$ cat config.mk
export PLATFORM = sky130hd
export DESIGN_NAME = memory_access
export DESIGN_NICKNAME = d
export VERILOG_FILES = /design/src/rtl/memory_access.sv
export SDC_FILE = /design/constraint.sdc
export NUM_CORES = 1
export LEC_CHECK = 0
export BUFFER_PORTS_ARGS = -buffer_cell sky130_fd_sc_hd__buf_2
export CAP_MARGIN = 5
export CORE_AREA = 4 4 210 212
export CTS_BUF_LIST = sky130_fd_sc_hd__clkbuf_8
export CTS_CLUSTER_DIAMETER = 150
export CTS_CLUSTER_SIZE = 12
export DETAILED_ROUTE_END_ITERATION = 8
export DIE_AREA = 0 0 214 216
export GPL_ROUTABILITY_DRIVEN = 1
export PLACE_DENSITY = 0.56
export SYNTH_ARGS = -nofsm -noshare
export SYNTH_HDL_FRONTEND = slang
export SYNTH_SLANG_ARGS = --single-unit
$ cat constraint.sdc
create_clock -name clk -period 1.96 [get_ports clk]
set_input_delay 0.196 -clock clk [delete_from_list [all_inputs] [get_ports clk]]
set_output_delay 0.196 -clock clk [all_outputs]
set_load 0.005 [all_outputs]
$ cat src/rtl/memory_access.sv
// memory_access: memory-access stage; registers EM_BUS and completes loads from the synchronous data SRAM.
// Optional macro MEM_RDATA_BUF_EN keeps first-cycle read data alive across writeback stalls.
module memory_access #(
  parameter int EM_BUS_WID = 195,
  parameter int MW_BUS_WID = 191,
  parameter int MD_FOR_WID = 116
) (
  input  logic                  clk,
  input  logic                  rstn,
  input  logic                  EM_valid,
  input  logic [EM_BUS_WID-1:0] EM_BUS,
  output logic                  M_allowin,
  input  logic                  W_allowin,
  output logic                  MW_valid,
  output logic [MW_BUS_WID-1:0] MW_BUS,
  output logic [MD_FOR_WID-1:0] MD_for_BUS,
  input  logic                  ex_en,
  input  logic [31:0]           data_sram_rdata
);

  logic                  M_valid;
  logic                  M_ready_go;
  logic [EM_BUS_WID-1:0] EM_BUS_M;

  logic [31:0] pc;
  logic [31:0] em_rf_wdata;
  logic        gr_we;
  logic [4:0]  dest;
  logic [3:0]  res_from_mem;
  logic [31:0] vaddr;
  logic        ex;
  logic [7:0]  ecode;
  logic        esubcode;
  logic [13:0] csr_addr;
  logic        csr_we;
  logic [31:0] csr_wmask;
  logic [31:0] csr_wdata;

  logic [31:0] ld_src;
  logic [7:0]  ld_byte;
  logic [15:0] ld_half;
  logic [31:0] ld_data;
  logic [31:0] rf_wdata_m;
  logic        gr_we_m;

  assign {pc, em_rf_wdata, gr_we, dest, res_from_mem, vaddr, ex, ecode, esubcode,
          csr_addr, csr_we, csr_wmask, csr_wdata} = EM_BUS_M;

  assign M_ready_go = 1'b1;
  assign M_allowin  = !M_valid || (M_ready_go && W_allowin);
  assign MW_valid   = M_valid && M_ready_go;

  // ex_en wins over a capture: the stage is flushed even if execute offers an instruction
  always_ff @(posedge clk or negedge rstn) begin
    if (!rstn) begin
      M_valid  <= 1'b0;
      EM_BUS_M <= '0;
    end else begin
      if (ex_en) begin
        M_valid <= 1'b0;
      end else if (M_allowin) begin
        M_valid <= EM_valid;
      end
      if (M_allowin && EM_valid) begin
        EM_BUS_M <= EM_BUS;
      end
    end
  end

`ifdef MEM_RDATA_BUF_EN
  logic        first_cycle;
  logic        hold_valid;
  logic [31:0] hold_data;

  // rdata is only guaranteed in the first M cycle; snapshot it if writeback stalls us then
  always_ff @(posedge clk or negedge rstn) begin
    if (!rstn) begin
      first_cycle <= 1'b0;
      hold_valid  <= 1'b0;
      hold_data   <= '0;
    end else begin
      first_cycle <= M_allowin && EM_valid;
      if (ex_en || (MW_valid && W_allowin)) begin
        hold_valid <= 1'b0;
      end else if (first_cycle && M_valid && !W_allowin) begin
        hold_valid <= 1'b1;
        hold_data  <= data_sram_rdata;
      end
    end
  end

  assign ld_src = hold_valid ? hold_data : data_sram_rdata;
`else
  assign ld_src = data_sram_rdata;
`endif

  always_comb begin
    ld_byte = ld_src[7:0];
    case (vaddr[1:0])
      2'b00:   ld_byte = ld_src[7:0];
      2'b01:   ld_byte = ld_src[15:8];
      2'b10:   ld_byte = ld_src[23:16];
      default: ld_byte = ld_src[31:24];
    endcase
    ld_half = vaddr[1] ? ld_src[31:16] : ld_src[15:0];

    ld_data = ld_src;
    if (res_from_mem[3]) begin
      ld_data = ld_src;
    end else if (res_from_mem[1]) begin
      ld_data = {(res_from_mem[2] ? 16'h0000 : {16{ld_half[15]}}), ld_half};
    end else if (res_from_mem[0]) begin
      ld_data = {(res_from_mem[2] ? 24'h000000 : {24{ld_byte[7]}}), ld_byte};
    end

    rf_wdata_m = (|res_from_mem) ? ld_data : em_rf_wdata;
  end

  assign gr_we_m = gr_we && !ex;

  assign MW_BUS = {pc, rf_wdata_m, gr_we_m, dest, vaddr, ex, ecode, esubcode,
                   csr_addr, csr_we, csr_wmask, csr_wdata};

  assign MD_for_BUS = {dest & {5{M_valid && gr_we_m}}, rf_wdata_m, csr_we && M_valid,
                       csr_addr, csr_wmask, csr_wdata};

endmodule

==> impl_metrics.py, run 1 <==
metrics = {
    "clock_network": {
        "numCtsBuffers": 17,
        "clkTransAtPathRegs_ns": 0.11,
        "h-tree-depth": 4,
        "numClockSinks": 196,
        "clock_latency_ns": 0.54,
        "cts_root_buf": "clkbuf_8",
        "clock_path_buffers": 2,
        "cts_tree": "done",
    },
    "final_layout": {
        "areaGrowthSynthToFinish_pct": 42.3,
        "fin_nets": 1599,
        "postLayoutCellArea_um2": 14900,
        "drive_gt1_frac": 0.640,
        "final_util": 0.355,
    },
    "sta": {
        "grt_setup_unrepaired": "yes",
        "max_freq_mhz": 401,
        "setup_violations": 64,
        "drv_slew": 0,
        "tightest_slew_ns": 0.389,
        "layout_setup_ws_ns": -0.534,
        "slew_headroom": 0.740,
        "fin_crit_sh": 1.27,
        "min_period_ns": 2.49,
        "hold_viol_final": 0,
        "finClkSkew_ns": 0.0152,
    },
    "worst_setup_path": {
        "crit_type": "register to output port",
        "worst-path-stages": 6,
        "crit_buf_inv": 2,
        "worst_path_dominant_cell_family": "compound AO/OA/AOI/OAI gates",
        "critical-path-max-stage-delay_ns": 0.38,
        "worstPathCellList": "buf_6, mux2i_4, o32ai_2, and2_4, a221o_1, buf_2",
        "critPathSlowestCell": "dfrtp_1",
        "cp_data_required_time_ns": 1.76,
        "reg2reg_slack_ns": 0.35,
        "cp_data_arrival_time_ns": 2.30,
        "cp_max_fo": 13,
        "timing.rr.end": "EM_BUS_M[102]$_DFFE_PN0P_",
        "endpoint_kind": "output port",
        "worstSetupStartpointType": "register",
        "reg2reg_depth": 5,
        "regToRegStartpoint": "MW_valid$_DFFE_PN0P_",
    },
    "run_status": {
        "status": "finished with violations",
        "violations": "negative setup slack",
    },
    "pwr": {
        "powerDensity_nw_per_um2": 742,
        "peakVddDrop_v": 0.000598,
        "cellLeakagePower_uw": 0.00713,
        "power_uw": 11000,
    },
    "routing": {
        "num_vias": 8226,
        "wirelength_um": 35400,
        "wl_per_cell_um": 18.4,
        "antenna_left": 0,
        "dr.pass1.iters": 4,
        "drtIter0Drc": 308,
        "vias_per_cell": 4.28,
        "drc_errors": 0,
    },
    "synthesis": {
        "synth_cell_type_count": 37,
        "synth.avg_cell_area_um2": 12.4,
        "synth_edf_count": 0,
        "syn_nets": 1078,
        "async_reset_ff_frac": 1.00,
        "ys_seq_area_frac": 0.469,
        "yosysWarnings": 0,
        "yosys.area.top_type_share": 0.469,
        "yosys.area.top_type": "dfrtp_1",
        "synth_common_cells": "275 x buf_4, 202 x mux2_2, 196 x dfrtp_1",
        "synth.area.top_cells": "dfrtp_1 47%, mux2_2 22%, buf_4 20%",
        "synthCells": 846,
        "ys.flop_type": "dfrtp_1",
        "synth_area_um2": 10500,
        "yosys.cell_count.top_type": "buf_4",
        "yosys_register_bits": 196,
    },
    "worst_hold_path": {
        "hp-class": "input port to async pin",
    },
    "floorplan": {
        "die-area_um2": 46200,
        "die_height_um": 216,
        "core_area_um2": 41900,
        "initial_core_util": 0.249,
        "num_rows": 75,
        "pin_count": 541,
        "dieWidth_um": 214,
    },
    "placed_design": {
        "dpl_cell_area_um2": 12100,
        "routabilityCongestion": 0.973,
        "hpwl_um": 26700,
        "place_ws_ns": 0.0570,
        "io_buffers": 540,
    },
    "grt": {
        "antenna_found_initial": 1,
        "grt_max_degree": 49,
        "grt_pass1_wl_um": 53300,
        "track_usage": 0.149,
        "overflow": 0,
        "grt_pass1_vias": 9270,
    },
    "run": {
        "drv_cap": 0,
    },
}
## logic make-up (layout without fill, tap and decap cells)
| kind of cell | count (synthesis) | after routing | synth area share |
|---|---|---|---|
| AO/OA/AOI/OAI | 88 | 88 | 0.0667 |
| other | 0 | 2 | 0 |
| AND/OR/NAND/NOR | 47 | 47 | 0.0236 |
| multiplexers | 204 | 204 | 0.221 |
| buffers and inverters | 311 | 844 | 0.220 |
| flip-flops | 196 | 196 | 0.469 |
## report_power, final
part,internal [uW],switching [uW],leakage (uW)
clock,1090,1570,0.000190
sequential,4550,377,0.00229
combinational,1950,1520,0.00465
total,7580,3470,0.00713
## cell usage in the layout, fill, tap and decap left out, drive strengths merged
cell,n
clkinvlp,3
a22o,21
nor2,13
or4b,1
nand2b,5
a22oi,7
and3b,1
clkinv,2
and2,2
nor4,3
nand2,12
bufinv,1
o22ai,3
and3,5
dfrtp,196
a221o,13
or2,1
o32ai,3
mux2,202
dlygate4sd3,198
diode,2
a31oi,3
o21ai,17
mux2i,2
inv,10
clkbuf,20
a21oi,7
nor2b,4
buf,610
o21a,1
a211o,7
a221oi,6
## stage by stage
step                      setup TNS, ns  instances  hold slack (ns)
final                            -28.18       1920            0.159
after floorplan                       0        846          -0.0996
after global placement                0       1675            0.168
after CTS                        -33.42       1917           0.0762
after detailed placement              0       1675            0.167
after global routing             -36.74       1919            0.139
## metal layers
metal | up-vias | wire (um) | global-route usage
met4 | 0 | 1770 | 0.0882
met5 | - | 0 | 0
li1 | 3716 | - | -
met1 | 3977 | 12700 | 0.151
met3 | 91 | 2840 | 0.0516
met2 | 442 | 18000 | 0.268
## worst register-to-register path, cell delays in order (launching register included)
cell      delay [ns]
dfrtp_1         0.38
nand2b_1        0.13
nand2_4         0.12
buf_12          0.23
buf_4           0.29
mux2_2          0.34
## worst max path at each step
stage / startpoint / end / slack [ns]
4_1_cts: EM_BUS_M[90]$_DFFE_PN0P_ / MW_BUS[156] / -0.61
3_5_place_dp: EM_BUS_M[122]$_DFFE_PN0P_ / MW_BUS[136] / 0.06
3_3_place_gp: EM_BUS_M[122]$_DFFE_PN0P_ / MD_for_BUS[88] / 0.09
2_1_floorplan: EM_BUS_M[90]$_DFFE_PN0P_ / MW_BUS[148] / 0.14
6_report: EM_BUS_M[90]$_DFFE_PN0P_ / MW_BUS[156] / -0.53
5_1_grt: EM_BUS_M[123]$_DFFE_PN0P_ / MW_BUS[136] / -0.65
## flip-flops by register name, indices dropped and copies added, names as in the netlist
name	count
EM_BUS_M	195
MW_valid	1
## what timing repair did
item                       in CTS  in global routing
resized for setup              58                 11
pin swaps                      14                 12
setup endpoints to repair      64                 64
buffers inserted               11                  3
cloned                          2                  0
hold buffers                  198                  0
hold endpoints to repair      392                  0
## layout make-up
cell class | count | area (um^2)
multi-input combinational | 339 | 3520
clock buffer | 19 | 262
tap | 539 | 674
clock inverter | 12 | 123
sequential | 196 | 4910
fill | 4138 | 27100
inverter | 4 | 17.5
antenna | 2 | 5.00
timing repair buffer | 809 | 5380
Power figures use the tool's default switching activity.
==> inputs of run 2 (changes only) <==
Settings changed: ABC_CLOCK_PERIOD_IN_PS set to 1960, CTS_BUF_LIST sky130_fd_sc_hd__clkbuf_8 to sky130_fd_sc_hd__clkbuf_8 sky130_fd_sc_hd__clkbuf_16.
==> impl_metrics.py, run 2 (synthesis results as in run 1) <==
metrics = {
    "routing": {
        "wirelength_um": 35200,
        "dr.pass1.iters": 4,
        "vias_per_cell": 4.29,
        "drtIter0Drc": 316,
        "drc_errors": 0,
        "wl_per_cell_um": 18.3,
        "num_vias": 8228,
        "antenna_left": 0,
    },
    "sta": {
        "hold_viol_final": 0,
        "fin_crit_sh": 1.23,
        "tightest_slew_ns": 0.387,
        "layout_setup_ws_ns": -0.454,
        "slew_headroom": 0.741,
        "max_freq_mhz": 414,
        "setup_violations": 64,
        "grt_setup_unrepaired": "yes",
        "min_period_ns": 2.41,
        "drv_slew": 0,
        "finClkSkew_ns": 0.00948,
        "fin_hold_ws_ns": 0.230,
    },
    "worst_setup_path": {
        "cp_data_required_time_ns": 1.76,
        "reg2reg_slack_ns": 0.36,
        "crit_type": "register to output port",
        "timing.rr.end": "EM_BUS_M[102]$_DFFE_PN0P_",
        "endpoint_kind": "output port",
        "reg2reg_depth": 5,
        "worstSetupStartpointType": "register",
        "cp_data_arrival_time_ns": 2.22,
        "regToRegStartpoint": "MW_valid$_DFFE_PN0P_",
        "cp_max_fo": 13,
    },
    "final_layout": {
        "drive_gt1_frac": 0.640,
        "multi_input_comb_area_um2": 3520,
        "fin_nets": 1599,
        "fill_cells": 4107,
        "largest_reg_flops": 195,
        "final_common_cell": "buf_2",
        "final_cell_mix": "537 x buf_2, 202 x mux2_2, 198 x dlygate4sd3_1, 195 x dfrtp_1, 53 x buf_4",
        "seqCellArea_um2": 4910,
        "areaGrowthSynthToFinish_pct": 44.1,
        "final_util": 0.359,
        "regMostFlops": "EM_BUS_M",
    },
    "run_status": {
        "status": "finished with violations",
        "violations": "negative setup slack",
    },
    "clock_network": {
        "numCtsBuffers": 17,
        "cts_root_buf": "clkbuf_16",
        "h-tree-depth": 4,
        "clock_latency_ns": 0.47,
        "clock_path_buffers": 2,
        "cts_tree": "done",
        "clkTransAtPathRegs_ns": 0.07,
        "numClockSinks": 196,
    },
    "grt": {
        "grt_pass1_vias": 9293,
        "grtUsageMet1": 0.152,
        "overflow": 0,
        "gr-usage-met3": 0.0506,
        "track_usage": 0.150,
        "grt_pass1_wl_um": 53400,
        "grt_max_degree": 49,
        "grt_util_met2": 0.269,
        "top_usage_layer": "met2",
        "antenna_found_initial": 1,
    },
    "worst_hold_path": {
        "hp-class": "input port to async pin",
    },
    "placed_design": {
        "routabilityCongestion": 0.973,
        "place_ws_ns": 0.0570,
        "hpwl_um": 26700,
        "io_buffers": 540,
    },
    "pwr": {
        "cellLeakagePower_uw": 0.00722,
        "powerDensity_nw_per_um2": 789,
        "peakVddDrop_v": 0.000638,
    },
    "floorplan": {
        "core_area_um2": 41900,
        "pin_count": 541,
        "die_height_um": 216,
        "num_rows": 75,
        "initial_core_util": 0.249,
        "dieWidth_um": 214,
        "die-area_um2": 46200,
    },
    "run": {
        "drv_cap": 0,
    },
}
==> run 2: cell type report <==
class | count | share of cell area
Clock buffer | 19 | 0.0301
Timing Repair Buffer | 809 | 0.357
Sequential cell | 196 | 0.326
Antenna cell | 2 | 0.000332
Clock inverter | 12 | 0.00814
Tap cell | 539 | 0.0447
Inverter | 4 | 0.00116
Multi-Input combinational cell | 339 | 0.233
==> run 2: layer usage <==
metal  vias up  part of all wire
li1       3718                 -
met1      3989              0.36
met2       430              0.51
met3        91             0.078
met4         0             0.051
met5         -                 0
==> run 2: worst max-delay path: stages, from the launching register on <==
cell     delay (ns)
dfrtp_1        0.37
buf_6          0.13
mux2i_4        0.33
o32ai_2        0.15
and2_4         0.22
a221o_1        0.37
buf_2          0.17
==> run 2: where the power goes <==
group	switching, uW	internal (uW)
sequential	375	4550
clock	1660	1840
combinational	1520	1950
==> run 2: worst max path at each step <==
stage | from | end | slack (ns) | cells past startpoint
6_report | EM_BUS_M[90]$_DFFE_PN0P_ | MW_BUS[156] | -0.45 | 6
5_1_grt | EM_BUS_M[123]$_DFFE_PN0P_ | MW_BUS[136] | -0.55 | 7
4_1_cts | EM_BUS_M[90]$_DFFE_PN0P_ | MW_BUS[156] | -0.50 | 6
3_5_place_dp | EM_BUS_M[122]$_DFFE_PN0P_ | MW_BUS[136] | 0.06 | 6
3_3_place_gp | EM_BUS_M[122]$_DFFE_PN0P_ | MD_for_BUS[88] | 0.09 | 6
2_1_floorplan | EM_BUS_M[90]$_DFFE_PN0P_ | MW_BUS[148] | 0.14 | 6
==> run 2: what timing repair did <==
item / 4_1_cts / 5_1_grt
hold endpoints to repair: 265 / 0
pin swaps: 14 / 12
setup buffers: 11 / 3
endpoints found under the setup margin: 64 / 64
gates cloned: 2 / 0
gates resized for setup: 58 / 11
hold buffers: 198 / 0
==> run 2: stage by stage <==
step | instances | TNS (ns) | cell area, um^2 | power, uW
after floorplan | 846 | 0 | 10500 | 7140
after global placement | 1675 | 0 | 12100 | 7870
after detailed placement | 1675 | 0 | 12100 | 7900
after CTS | 1917 | -26.23 | 15000 | 12000
after global routing | 1919 | -29.78 | 15100 | 12500
final | 1920 | -23.08 | 15100 | 11900
==> inputs of run 3 (changes only) <==
Settings changed: HOLD_SLACK_MARGIN set to 0.08, RECOVER_POWER set to 50.
==> impl_metrics.py, run 3 (synthesis results as in run 1) <==
metrics = {
    "sta": {
        "finClkSkew_ns": 0.00930,
        "slew_headroom": 0.245,
        "layout_setup_ws_ns": -0.455,
        "fin_hold_ws_ns": 0.290,
        "hold_viol_final": 0,
        "fin_crit_sh": 1.23,
        "max_freq_mhz": 414,
        "grt_setup_unrepaired": "yes",
        "drv_slew": 0,
        "min_period_ns": 2.42,
        "setup_violations": 64,
        "tightest_slew_ns": 1.13,
    },
    "routing": {
        "drtIter0Drc": 305,
        "wl_per_cell_um": 18.3,
        "antenna_left": 0,
        "drc_errors": 0,
        "wirelength_um": 35200,
        "num_vias": 8220,
        "dr.pass1.iters": 4,
        "vias_per_cell": 4.28,
    },
    "floorplan": {
        "dieWidth_um": 214,
        "core_area_um2": 41900,
        "num_rows": 75,
        "pin_count": 541,
        "die_height_um": 216,
        "initial_core_util": 0.249,
        "die-area_um2": 46200,
    },
    "clock_network": {
        "numCtsBuffers": 17,
        "clkTransAtPathRegs_ns": 0.07,
        "numClockSinks": 196,
        "cts_tree": "done",
        "clock_path_buffers": 2,
        "cts_root_buf": "clkbuf_16",
        "clock_latency_ns": 0.47,
        "h-tree-depth": 4,
    },
    "final_layout": {
        "seqCellArea_um2": 4910,
        "largest_reg_flops": 195,
        "multi_input_comb_area_um2": 3520,
        "fin_cells": 1920,
        "final_common_cell": "buf_2",
        "areaGrowthSynthToFinish_pct": 42.8,
        "fill_cells": 4150,
        "final_cell_mix": "466 x buf_2, 202 x mux2_2, 198 x dlygate4sd3_1, 195 x dfrtp_1, 72 x clkbuf_1",
        "regMostFlops": "EM_BUS_M",
        "fin_nets": 1599,
        "drive_gt1_frac": 0.587,
    },
    "worst_hold_path": {
        "min_from": "EM_valid",
        "hp-class": "input port to register",
    },
    "grt": {
        "overflow": 0,
        "grt_pass1_vias": 9293,
        "track_usage": 0.150,
        "grt_pass1_wl_um": 53400,
        "grt_max_degree": 49,
        "antenna_found_initial": 1,
    },
    "worst_setup_path": {
        "critPathLaunch": "EM_BUS_M[90]$_DFFE_PN0P_",
        "crit_type": "register to output port",
        "worstSetupStartpointType": "register",
        "reg2reg_slack_ns": 0.36,
        "cp_data_required_time_ns": 1.76,
        "cp_max_fo": 13,
        "endpoint_kind": "output port",
        "cp_data_arrival_time_ns": 2.22,
        "regToRegStartpoint": "MW_valid$_DFFE_PN0P_",
    },
    "placed_design": {
        "place_inst": 1675,
        "io_buffers": 540,
        "hpwl_um": 26700,
        "routabilityCongestion": 0.973,
    },
    "pwr": {
        "powerDensity_nw_per_um2": 792,
        "cellLeakagePower_uw": 0.00700,
        "peakVddDrop_v": 0.000626,
    },
    "run": {
        "drv_cap": 0,
    },
    "run_status": {
        "violations": "negative setup slack",
        "status": "finished with violations",
    },
}
==> run 3: area by class of cell <==
type	instances	share of cell area
Timing Repair Buffer	809	0.351
Sequential cell	196	0.329
Multi-Input combinational cell	339	0.236
Tap cell	539	0.0452
Clock buffer	19	0.0303
Clock inverter	12	0.00821
Inverter	4	0.00117
Antenna cell	2	0.000335
==> run 3: final timing paths <==
check | to | cells past startpoint
max reg2reg | EM_BUS_M[107]$_DFFE_PN0P_ | 5
min | EM_BUS_M[2]$_DFFE_PN0P_ | 4
min in group asynchronous | EM_BUS_M[127]$_DFFE_PN0P_ | 2
max in group asynchronous | EM_BUS_M[179]$_DFFE_PN0P_ | 3
max | MW_BUS[156] | 6
min reg2reg | EM_BUS_M[117]$_DFFE_PN0P_ | 1
==> run 3: where the power goes <==
part	switching (uW)	total, uW	leakage [uW]	internal (uW)
combinational	1520	3400	0.00443	1890
sequential	382	4930	0.00229	4550
clock	1650	3490	0.000278	1840
total	3550	11800	0.00700	8270
==> run 3: metrics by stage <==
stage          setup WS, ns  cell area (um^2)  total power (uW)  utilization  TNS, ns
2_1_floorplan         0.141             10500              7140            -        0
3_3_place_gp         0.0939             12100              7870        0.288        0
3_5_place_dp         0.0570             12100              7900        0.288        0
4_1_cts              -0.498             15000             12000        0.358   -26.23
5_1_grt              -0.546             14900             12500        0.356   -32.75
6_report             -0.455             14900             11800        0.356   -23.06
==> run 3: repair_timing <==
action	4_1_cts	5_1_grt
hold buffers	198	0
gates resized for setup	58	11
cloned	2	0
setup endpoints to repair	64	64
pin swaps	14	12
hold endpoints to repair	392	0
buffers inserted	11	3
==> run 3: critical path, cell delays in order, from the launching register on <==
cell,delay (ns)
dfrtp_1,0.37
buf_6,0.13
mux2i_4,0.33
o32ai_2,0.15
and2_4,0.22
a221o_1,0.37
buf_2,0.17
==> run 3: per-layer routing <==
layer	vias to the layer above	global-route usage	wire, um
met3	83	0.0506	2690
met5	-	0	0
met2	434	0.269	18100
met1	3990	0.152	12700
met4	0	0.0875	1730
li1	3713	-	-
